$ cat config.mk
export PLATFORM = sky130hd
export DESIGN_NAME = fifo_thresh
export DESIGN_NICKNAME = d
export VERILOG_FILES = /design/src/rtl/fifo_pkg.sv /design/src/rtl/fifo_mem.sv /design/src/rtl/fifo_thresh.sv
export SDC_FILE = /design/constraint.sdc
export NUM_CORES = 1
export LEC_CHECK = 0
export CORE_MARGIN = 10
export CORE_UTILIZATION = 64
export CTS_BUF_LIST = sky130_fd_sc_hd__clkbuf_2 sky130_fd_sc_hd__clkbuf_4 sky130_fd_sc_hd__clkbuf_8
export DETAILED_ROUTE_END_ITERATION = 10
export PLACE_DENSITY = 0.88
export SYNTH_ARGS = -nofsm -noshare
export SYNTH_HDL_FRONTEND = slang
export SYNTH_HIERARCHICAL = 1
export SYNTH_SLANG_ARGS = --single-unit
$ cat constraint.sdc
create_clock -name clk -period 3.2 [get_ports clk]
set_input_delay 0.64 -clock clk [delete_from_list [all_inputs] [get_ports clk]]
set_output_delay 0.64 -clock clk [all_outputs]
set_load 0.01 [all_outputs]
$ cat src/rtl/fifo_pkg.sv
// Shared types and constants for the threshold FIFO.
// Read-mode enum, default flag levels, count-width helper.
package fifo_pkg;

  typedef enum logic {
    FIFO_REGD = 1'b0,
    FIFO_FWFT = 1'b1
  } fifo_mode_e;

  localparam int FIFO_AFULL_DEF  = 6;
  localparam int FIFO_AEMPTY_DEF = 1;

  // Count must hold 0..DEPTH, i.e. one bit more than the address.
  function automatic int cnt_width(input int aw);
    return $clog2((1 << aw) + 1);
  endfunction

endpackage

$ cat src/rtl/fifo_mem.sv
// Two-port storage: synchronous write, asynchronous read.
// Ports: clk, w_en/w_addr/w_data write side, r_addr -> r_data read.
module fifo_mem #(
  parameter int ADDR_WIDTH = 3,
  parameter int DATA_WIDTH = 8
) (
  input  logic                  clk,
  input  logic                  w_en,
  input  logic [ADDR_WIDTH-1:0] w_addr,
  input  logic [DATA_WIDTH-1:0] w_data,
  input  logic [ADDR_WIDTH-1:0] r_addr,
  output logic [DATA_WIDTH-1:0] r_data
);

  localparam int DEPTH = 1 << ADDR_WIDTH;

  logic [DATA_WIDTH-1:0] mem [DEPTH];

  always_ff @(posedge clk) begin
    if (w_en) mem[w_addr] <= w_data;
  end

  assign r_data = mem[r_addr];

endmodule

$ cat src/rtl/fifo_thresh.sv
// Synchronous FIFO with FWFT/registered read, count, level flags,
// flush and sticky overflow/underflow. Single clock, async reset_n.
module fifo_thresh
  import fifo_pkg::*;
#(
  parameter int ADDR_WIDTH = 3,
  parameter int DATA_WIDTH = 8,
  parameter int FWFT       = 1,
  parameter int AFULL_LVL  = FIFO_AFULL_DEF,
  parameter int AEMPTY_LVL = FIFO_AEMPTY_DEF
) (
  input  logic                  clk,
  input  logic                  reset_n,
  input  logic                  clr,
  input  logic                  wr,
  input  logic                  rd,
  input  logic [DATA_WIDTH-1:0] w_data,
  output logic [DATA_WIDTH-1:0] r_data,
  output logic                  full,
  output logic                  empty,
  output logic                  almost_full,
  output logic                  almost_empty,
  output logic [ADDR_WIDTH:0]   count,
  output logic                  overflow,
  output logic                  underflow
);

  localparam int DEPTH = 1 << ADDR_WIDTH;
  localparam int CW    = cnt_width(ADDR_WIDTH);
  localparam fifo_mode_e MODE =
    (FWFT != 0) ? FIFO_FWFT : FIFO_REGD;

  typedef logic [CW-1:0] cnt_t;

  if (ADDR_WIDTH < 1) begin : g_bad_aw
    $error("ADDR_WIDTH must be >= 1");
  end
  if (AFULL_LVL < 1 || AFULL_LVL > DEPTH) begin : g_bad_af
    $error("AFULL_LVL out of range 1..DEPTH");
  end
  if (AEMPTY_LVL < 0 || AEMPTY_LVL > DEPTH - 1) begin : g_bad_ae
    $error("AEMPTY_LVL out of range 0..DEPTH-1");
  end
  if (CW != ADDR_WIDTH + 1) begin : g_bad_cw
    $error("count width mismatch");
  end

  logic [ADDR_WIDTH-1:0] w_ptr;
  logic [ADDR_WIDTH-1:0] r_ptr;
  cnt_t                  cnt_q;
  cnt_t                  cnt_nxt;
  logic                  wr_ok;
  logic                  rd_ok;
  logic                  ovf_q;
  logic                  udf_q;
  logic [DATA_WIDTH-1:0] mem_rd;

  // Flush wins: nothing is accepted alongside clr.
  assign wr_ok = ~clr & wr & (~full | rd);
  assign rd_ok = ~clr & rd & ~empty;

  assign full         = (cnt_q == cnt_t'(DEPTH));
  assign empty        = (cnt_q == '0);
  assign almost_full  = (cnt_q >= cnt_t'(AFULL_LVL));
  assign almost_empty = (cnt_q <= cnt_t'(AEMPTY_LVL));
  assign count        = cnt_q;
  assign overflow     = ovf_q;
  assign underflow    = udf_q;

  always_comb begin
    cnt_nxt = cnt_q;
    unique case ({wr_ok, rd_ok})
      2'b10:   cnt_nxt = cnt_q + cnt_t'(1);
      2'b01:   cnt_nxt = cnt_q - cnt_t'(1);
      default: cnt_nxt = cnt_q;
    endcase
  end

  always_ff @(posedge clk or negedge reset_n) begin
    if (!reset_n) begin
      w_ptr <= '0;
      r_ptr <= '0;
      cnt_q <= '0;
      ovf_q <= 1'b0;
      udf_q <= 1'b0;
    end else if (clr) begin
      w_ptr <= '0;
      r_ptr <= '0;
      cnt_q <= '0;
      ovf_q <= 1'b0;
      udf_q <= 1'b0;
    end else begin
      if (wr_ok) w_ptr <= w_ptr + 1'b1;
      if (rd_ok) r_ptr <= r_ptr + 1'b1;
      cnt_q <= cnt_nxt;
      if (wr & ~wr_ok) ovf_q <= 1'b1;
      if (rd & ~rd_ok) udf_q <= 1'b1;
    end
  end

  fifo_mem #(
    .ADDR_WIDTH (ADDR_WIDTH),
    .DATA_WIDTH (DATA_WIDTH)
  ) u_mem (
    .clk    (clk),
    .w_en   (wr_ok),
    .w_addr (w_ptr),
    .w_data (w_data),
    .r_addr (r_ptr),
    .r_data (mem_rd)
  );

  if (MODE == FIFO_FWFT) begin : g_fwft
    assign r_data = empty ? '0 : mem_rd;
  end else begin : g_regd
    logic [DATA_WIDTH-1:0] r_q;

    always_ff @(posedge clk or negedge reset_n) begin
      if (!reset_n)   r_q <= '0;
      else if (clr)   r_q <= '0;
      else if (rd_ok) r_q <= mem_rd;
    end

    assign r_data = r_q;
  end

endmodule

; ---- Word level (Yosys, flattened, before mapping)
; Memory sizes are Yosys's and may differ from the RTL's.
; Index checks and enable logic that the tools add are counted.
[totals]
ff_bits = 12
latchBits = 0
mem_bits_rw = 64
rom_bits = 0
inputBits = 13
out_inout_bits = 18
wordCells = 46
memories = 1
[memory_table]
columns = name, words, word_bits, rd, rd_clocked_by_memory_dff, write_ports, line
row1 = u_mem.mem, 8, 8, 1, 0, 1, fifo_mem.sv:17  ; logic [DATA_WIDTH-1:0] mem [DEPTH];
[classes]
n_addsub = 4
multipliers = 0
n_div = 0
magnitude_cmp = 2
eq_ne = 3
n_shift = 0
muxes = 13
bitwise_logic = 12
reduce_logical = 6
[op_table]
columns = op, n
row1 = two-way mux 3 bit, 4
row2 = two-way mux 8 bit, 1
row3 = case mux 4 bit (2 select lines), 1
row4 = nonzero test 2 bit, 4
row5 = adder 3 x 1 -> 3 bit (second input constant), 2
row6 = bitwise AND 1 bit, 6
row7 = two-way mux 1 bit, 6
row8 = inverter 1 bit, 5
row9 = adder 4 x 1 -> 4 bit (second input constant), 1
row10 = == test 4 bit (second input constant), 1
row11 = >= comparator 4 x 3 -> 1 bit (second input constant), 1
row12 = less-or-equal comparator 4 x 1 -> 1 bit (second input constant), 1
row13 = logical NOT 4 bit, 1
row14 = two-way mux 4 bit, 1
row15 = subtractor 4 x 1 -> 4 bit (second input constant), 1
row16 = nonzero test 3 bit, 1
row17 = == test 2 x 1 -> 1 bit (second input constant), 1
row18 = == test 2 bit (second input constant), 1
row19 = OR 1 bit, 1

; ---- Depth between registers and ports, before layout
; Gate-level depths: netlist of run 1.
[depth]
ltp_word = 8
depth_mapped = 7
mapped_depth_nobuf = 7

; ---- By module
; Netlist of run 1, hierarchy kept.
[modules_own_cells]
columns = mod, instances, cells_per_inst, area_per_inst_um2, seq_area_each_um2
row1 = fifo_mem, 1, 106, 2531.2, 1921.8
row2 = fifo_thresh, 1, 91, 849.6, 300.3

; ---- Worst setup path after synthesis of run 1
; No wires, ideal clock.
[synth_timing]
kind = register to output
start = reg r_ptr[0]
end = out r_data[1]
arrival_ps = 1590
required_ps = 2560
path_slack_ps = 970
stages_incl_launch_ff = 6
n_path_buf = 2
cell_sequence = dfrtp_1 buf_6 buf_12 mux4_1 mux2_2 and2_1
[synth_via]
elab_chain_cells = 2
[synth_rtl]
columns = element, line
row1 = start: declaration, fifo_thresh.sv:49  ; logic [ADDR_WIDTH-1:0] r_ptr;
row2 = start signal: assignment, fifo_thresh.sv:94  ; if (rd_ok) r_ptr <= r_ptr + 1'b1;
row3 = memory read (8 x 8 bit), --
row4 = net mem_rd[1], fifo_thresh.sv:56  ; logic [DATA_WIDTH-1:0] mem_rd;
row5 = two-way mux 8 bit, fifo_thresh.sv:114  ; assign r_data = empty ? '0 : mem_rd;
row6 = end: declaration, fifo_thresh.sv:18  ; output logic [DATA_WIDTH-1:0] r_data,
; The timed path passes the listed nets, and every way through them passes these cells.

; ---- Worst setup path in the final report of run 1
[layout_timing]
start = reg r_ptr[0]
end = out r_data[2]
; The elaborated chain is that of the path after synthesis.

==> results of run 1 <==
[how the worst min path moves through the flow]
stage,start,end,slack (ns)
6_report,underflow,underflow,0.53
5_1_grt,underflow,underflow,0.58
4_1_cts,underflow,underflow,0.53
3_5_place_dp,underflow,underflow,0.51
3_3_place_gp,overflow,overflow,0.49
2_1_floorplan,reset_n,count[0],0.34
[cell type report]
class / instances / share of cell area [%]
flip-flops and latches: 76 / 55.6
multi-input cells: 107 / 26.6
repair buffers: 44 / 10.1
clock buffers: 9 / 3.10
well taps: 70 / 2.19
clock inverters: 7 / 1.88
inverters: 5 / 0.469
[cells in the mapped netlist (3+ instances only)]
library cell / instances / area share [%]
a21oi_1: 7 / 1.0
and2_1: 8 / 1.5
buf_6: 3 / 1.0
dfrtp_1: 12 / 8.9
edfxtp_1: 64 / 57
ha_1: 7 / 2.6
inv_1: 3 / 0.33
mux2_2: 8 / 2.7
mux4_1: 15 / 12
nand2_1: 7 / 0.78
nand2b_1: 6 / 1.1
nand3_1: 3 / 0.44
nor2_1: 14 / 1.6
nor3_1: 5 / 0.74
o21ai_0: 3 / 0.44
xor2_1: 3 / 0.78
[placed cells by master, fill, tap and decap left out, types with 3 or more instances in the layout]
master,count
mux4_1,15
xor2_1,3
nand2b_1,6
mux2_2,8
o21ai_0,3
buf_4,14
inv_1,3
dfrtp_1,12
nor3_1,5
clkinv_4,3
and2_1,8
nand3_1,3
nand2_1,7
nor2_1,14
clkdlybuf4s50_1,30
clkbuf_8,9
edfxtp_1,64
ha_1,7
a21oi_1,7
[critical path: stages, from the launching register on]
cell             delay (ns)
dfrtp_1                0.37
buf_4                  0.24
mux4_1                 0.61
mux2_2                 0.30
and2_1                 0.14
clkdlybuf4s50_1        0.47
[power by group through the flow]
stage	Clock (mW)	Combinational, mW	Sequential (mW)
detailed placement	0	0.875	1.21
floorplan	0	0.546	1.20
CTS	0.721	0.884	1.19
global route	0.765	0.946	1.20
global placement	0	0.842	1.20
finish	0.714	0.876	1.19
[sequential cells by signal, indices dropped and copies added (netlist names)]
name and count:
underflow 1, u_mem/mem 64, r_ptr 3, overflow 1, w_ptr 3, count 4
[metal layers]
metal	GRT usage (%)	wire [um]	vias up
met1	20.9	2600	968
met5	0	0	-
met4	5.78	108	0
met2	28.4	3540	90
li1	-	-	866
met3	4.60	536	13
[cell families (layout without fill, tap and decap cells)]
| kind of cell | after synthesis | in the layout | synth area share, % |
|---|---|---|---|
| xor gates and xnor gates | 3 | 3 | 0.777 |
| adders and majority gates | 7 | 7 | 2.59 |
| DFF | 76 | 76 | 65.7 |
| buffers and inverters | 14 | 65 | 2.78 |
| and+or+nand+nor | 54 | 54 | 9.22 |
| muxes | 25 | 25 | 15.4 |
| AOI/OAI and AO/OA | 18 | 18 | 3.48 |
[through the flow]
step                hold WS (ns)  power (mW)  area, um^2
floorplan                  0.344        1.74        3380
global placement           0.492        2.04        3800
detailed placement         0.514        2.08        3800
CTS                        0.533        2.79        4000
global route               0.579        2.91        4000
finish                     0.532        2.78        4000
==> impl_metrics.yaml, run 1 <==
worst_setup_path:
  r2r_start: "count[0]"
  endpoint: "r_data[2]"
  r2r_end: "count[0]"
  critPathLaunch: "r_ptr[0]"
  crit_type: "flip-flop to primary output"
  crit_arrival_ns: 2.47
  r2r_setup_slack_ns: 0.99
  crit_fanout: 12
  crit_required_ns: 2.56
  cp-start-kind: "flip-flop"
  rr_worst_depth: 7
  worstSetupEndpointType: "primary output"
outcome:
  status: "completed"
floorplan:
  ios: 31
  die-area_mm2: 0.00859
  die_h_um: 92.7
  rows: 26
  die_w_um: 92.7
  core_mm2: 0.00511
  initial_core_util_pct: 66.2
logic_synthesis:
  synthArstFlopShare_pct: 15.8
  yosysUniqueCellTypes: 40
  synthesis.nets: 217
  synth_edf_count: 64
  synth_area_mm2: 0.00338
  synth.avg_cell_area_um2: 17.2
  syn_inst: 197
  synth_flop_cell: "edfxtp_1"
  synth-seq-cells: 76
  ys_warn_count: 6
  seq_area_frac_synth_pct: 65.7
final_layout:
  drive_gt1_share_pct: 19.0
  antenna_cells: 0
  syn_to_final_growth_pct: 18.2
  layoutNonFillerInstCount: 318
  final_nets: 263
  multi_input_area_mm2: 0.00106
  seqCellArea_mm2: 0.00222
  utilization_pct: 78.3
  fillers: 290
place:
  dpl_worst_slack_ns: 0.463
  dp.cells: 302
  io_buffers: 30
  hpwl_um: 4600
  routabilityCongestion: 0.829
worst_hold_path:
  hp-class: "flip-flop to flip-flop"
  holdPathStages: 2
power:
  pwr-share-seq_pct: 42.8
  p_sw_uw: 819
  ir_worst_vdd_uv: 415
  pwr-share-comb_pct: 31.5
  leakage_nw: 1.42
  p_int_mw: 1.96
  pwr-share-clk_pct: 25.7
  p_per_area_mw_per_mm2: 694
  swShare_pct: 29.5
drt:
  wirelength_um: 6780
  antenna_left: 0
  drc_errors: 0
  first_pass_iters: 4
  wire_per_inst_um: 21.3
  drtIter0Drc: 174
  viasPerCell: 6.09
  vias: 1937
global_route:
  grt_pass1_wl_um: 11000
  grt_usage_pct: 17.0
  grt_max_degree: 18
  first_global_vias: 2031
  antenna_found_initial: 0
  grt-ovfl-total: 0
sta:
  setup_viol: 0
  worst_slew_pin_slew_ns: 0.576
  finalCritPeriodShare_pct: 97.1
  hold_viol: 0
  fin_ws_ns: 0.0942
  fmax_ghz: 0.322
  layout_min_cycle_time_ns: 3.11
  drv_slew: 0
  grt_setup_unrepaired: "no"
  maxSlewHeadroom_pct: 61.5
  finalClockSkew_ns: 0.00876
  setup_tns_ns: 0
clock_tree:
  cts_buffer_depth: 2
  htree_levels: 3
  cts-root-buf: "clkbuf_8"
  post-cts-setup-buffers: 0
  cts_tree: "yes"
  ctsHoldBuffers: 0
  cts.sinks: 76
  cts_buffers: 9
  cts.clk_slew.worst_paths_ns: 0.08
  ctsResizeCount: 0
  clk_latency_ns: 0.34
job:
  drv_cap: 0
Note: power is estimated with default switching activity, not from simulation.
==> run 2, diff against run 1 <==
--- a/config.mk
+++ b/config.mk
@@ -5,6 +5,7 @@
 export SDC_FILE = /design/constraint.sdc
 export NUM_CORES = 1
 export LEC_CHECK = 0
+export ABC_CLOCK_PERIOD_IN_PS = 3200
 export CORE_MARGIN = 10
 export CORE_UTILIZATION = 64
 export CTS_BUF_LIST = sky130_fd_sc_hd__clkbuf_2 sky130_fd_sc_hd__clkbuf_4 sky130_fd_sc_hd__clkbuf_8
==> results of run 2 <==
Final layout, timing and power as in run 1 (identical DEF).
==> run 3, diff against run 2 <==
--- a/config.mk
+++ b/config.mk
@@ -6,7 +6,7 @@
 export NUM_CORES = 1
 export LEC_CHECK = 0
 export ABC_CLOCK_PERIOD_IN_PS = 3200
-export CORE_MARGIN = 10
+export CORE_MARGIN = 2
 export CORE_UTILIZATION = 64
 export CTS_BUF_LIST = sky130_fd_sc_hd__clkbuf_2 sky130_fd_sc_hd__clkbuf_4 sky130_fd_sc_hd__clkbuf_8
 export DETAILED_ROUTE_END_ITERATION = 10
@@ -15,3 +15,4 @@
 export SYNTH_HDL_FRONTEND = slang
 export SYNTH_HIERARCHICAL = 1
 export SYNTH_SLANG_ARGS = --single-unit
+export TNS_END_PERCENT = 30
==> run 3 against run 2 <==
Against the previous run: clock power is 6.6% lower; register-to-register slack better by 0.04 ns; sequential power barely moved; critical path depth is the same; via count decreased by 0.41%; clock skew barely moved; cell count down 0.63%; sequential share of layout area grew 0.34 points; wire length is 8.0% lower; flip-flop and latch count unchanged; critical endpoint is now r_data[1]; largest power group unchanged; highest routed layer unchanged.
==> impl_metrics.yaml, run 3 (same netlist as run 1, synthesis figures left out) <==
drt:
  viasPerCell: 6.10
  antenna_left: 0
  wire_per_inst_um: 19.7
  wirelength_um: 6240
  vias: 1929
  drc_errors: 0
  drtIter0Drc: 169
  first_pass_iters: 5
worst_setup_path:
  crit_required_ns: 2.56
  crit_type: "flip-flop to primary output"
  worstSetupEndpointType: "primary output"
  crit_arrival_ns: 2.47
  slowest_stage: "mux4_1"
  cp-start-kind: "flip-flop"
  slowest_delay_ns: 0.58
  cp_cell_sequence: "buf_6 -> mux4_1 -> mux2_2 -> and2_1 -> clkdlybuf4s50_1"
  crit_fanout: 18
floorplan:
  die_w_um: 76.7
  rows: 26
  die_h_um: 76.7
  ios: 31
  core_mm2: 0.00511
  die-area_mm2: 0.00588
  initial_core_util_pct: 66.2
sta:
  setup_tns_ns: 0
  drv_slew: 0
  grt_setup_unrepaired: "no"
  fin_hold_ws_ns: 0.520
  maxSlewHeadroom_pct: 61.5
  worst_slew_pin_slew_ns: 0.576
  layout_min_cycle_time_ns: 3.11
  fin_ws_ns: 0.0899
  setup_viol: 0
  fmax_ghz: 0.322
  finalCritPeriodShare_pct: 97.2
  hold_viol: 0
  finalClockSkew_ns: 0.00840
place:
  dp.cells: 300
  io_buffers: 30
  dpl_worst_slack_ns: 0.430
  hpwl_um: 3850
  place_area_mm2: 0.00378
  routabilityCongestion: 0.830
clock_tree:
  cts_buffers: 9
  cts_tree: "yes"
  htree_levels: 3
  cts-root-buf: "clkbuf_8"
  clk_latency_ns: 0.34
  cts.sinks: 76
  cts_buffer_depth: 2
  cts.clk_slew.worst_paths_ns: 0.07
  ctsHoldBuffers: 0
global_route:
  first_global_vias: 1984
  grt-ovfl-total: 0
  grt_max_degree: 19
  grt_pass1_wl_um: 9930
  grt_usage_pct: 23.3
  antenna_found_initial: 0
final_layout:
  largest_reg_flops: 64
  final_common_cell: "edfxtp_1"
  syn_to_final_growth_pct: 17.7
  fillers: 284
  stdcell_area_mm2: 0.00398
  antenna_cells: 0
  layoutNonFillerInstCount: 316
  utilization_pct: 77.9
  drive_gt1_share_pct: 17.9
  seqCellArea_mm2: 0.00222
  final_nets: 262
  multi_input_area_mm2: 0.00106
  layout_common_cells: "64 x edfxtp_1, 30 x clkdlybuf4s50_1, 15 x mux4_1"
  top_register: "u_mem/mem"
job:
  drv_cap: 0
outcome:
  status: "completed"
power:
  power_mw: 2.74
  ir_worst_vdd_uv: 518
  p_per_area_mw_per_mm2: 690
  leakage_nw: 1.40
worst_hold_path:
  hp-class: "flip-flop to flip-flop"
-- run 3: changes by cell type in the layout (fill, tap and decap cells not counted), sizes merged --
cell    previous run  this run
clkbuf             9        11
clkinv             5         3
inv                6         5
buf               14        13
-- run 3: critical path: cells and delay by family, from the launching register on --
| kind | cells | cell delay (ns) |
|---|---|---|
| flip-flops | 1 | 0.38 |
| AND/OR/NAND/NOR | 1 | 0.15 |
| buffers and inverters | 2 | 0.73 |
| multiplexers | 2 | 0.87 |
-- run 3: power by group --
group          switching, mW  leakage, nW  internal, mW
logic                  0.400        0.572         0.480
registers             0.0709        0.737          1.12
clock network          0.302       0.0927         0.366
total                  0.773         1.40          1.97
-- run 3: routing by layer --
metal	GRT usage, %	share of wire, %	up-vias
li1	-	-	858
met3	4.35	7.2	12
met2	36.2	49	109
met1	31.6	42	950
met5	0	0	-
met4	12.7	2.4	0
-- run 3: final timing paths --
check	startpoint	endpoint	slack [ns]	cells past startpoint
max reg2reg	count[0]	count[0]	1.03	7
max	r_ptr[0]	r_data[1]	0.09	5
max in group asynchronous	reset_n	count[0]	2.12	1
min in group asynchronous	reset_n	underflow	0.67	1
min reg2reg	underflow	underflow	0.52	2
min	underflow	underflow	0.52	2
-- run 3: final cells by class --
class                           instances  area share, %
Clock inverter                          4           1.04
Multi-Input combinational cell        107           26.8
Timing Repair Buffer                   43           10.1
Inverter                                5          0.472
Clock buffer                           11           3.49
Tap cell                               70           2.20
Sequential cell                        76           55.9
-- run 3: timing repair --
action / in CTS / in global routing
endpoints found under the setup margin: 0 / 6
gates resized for setup: 0 / 3
setup buffers: 0 / 1
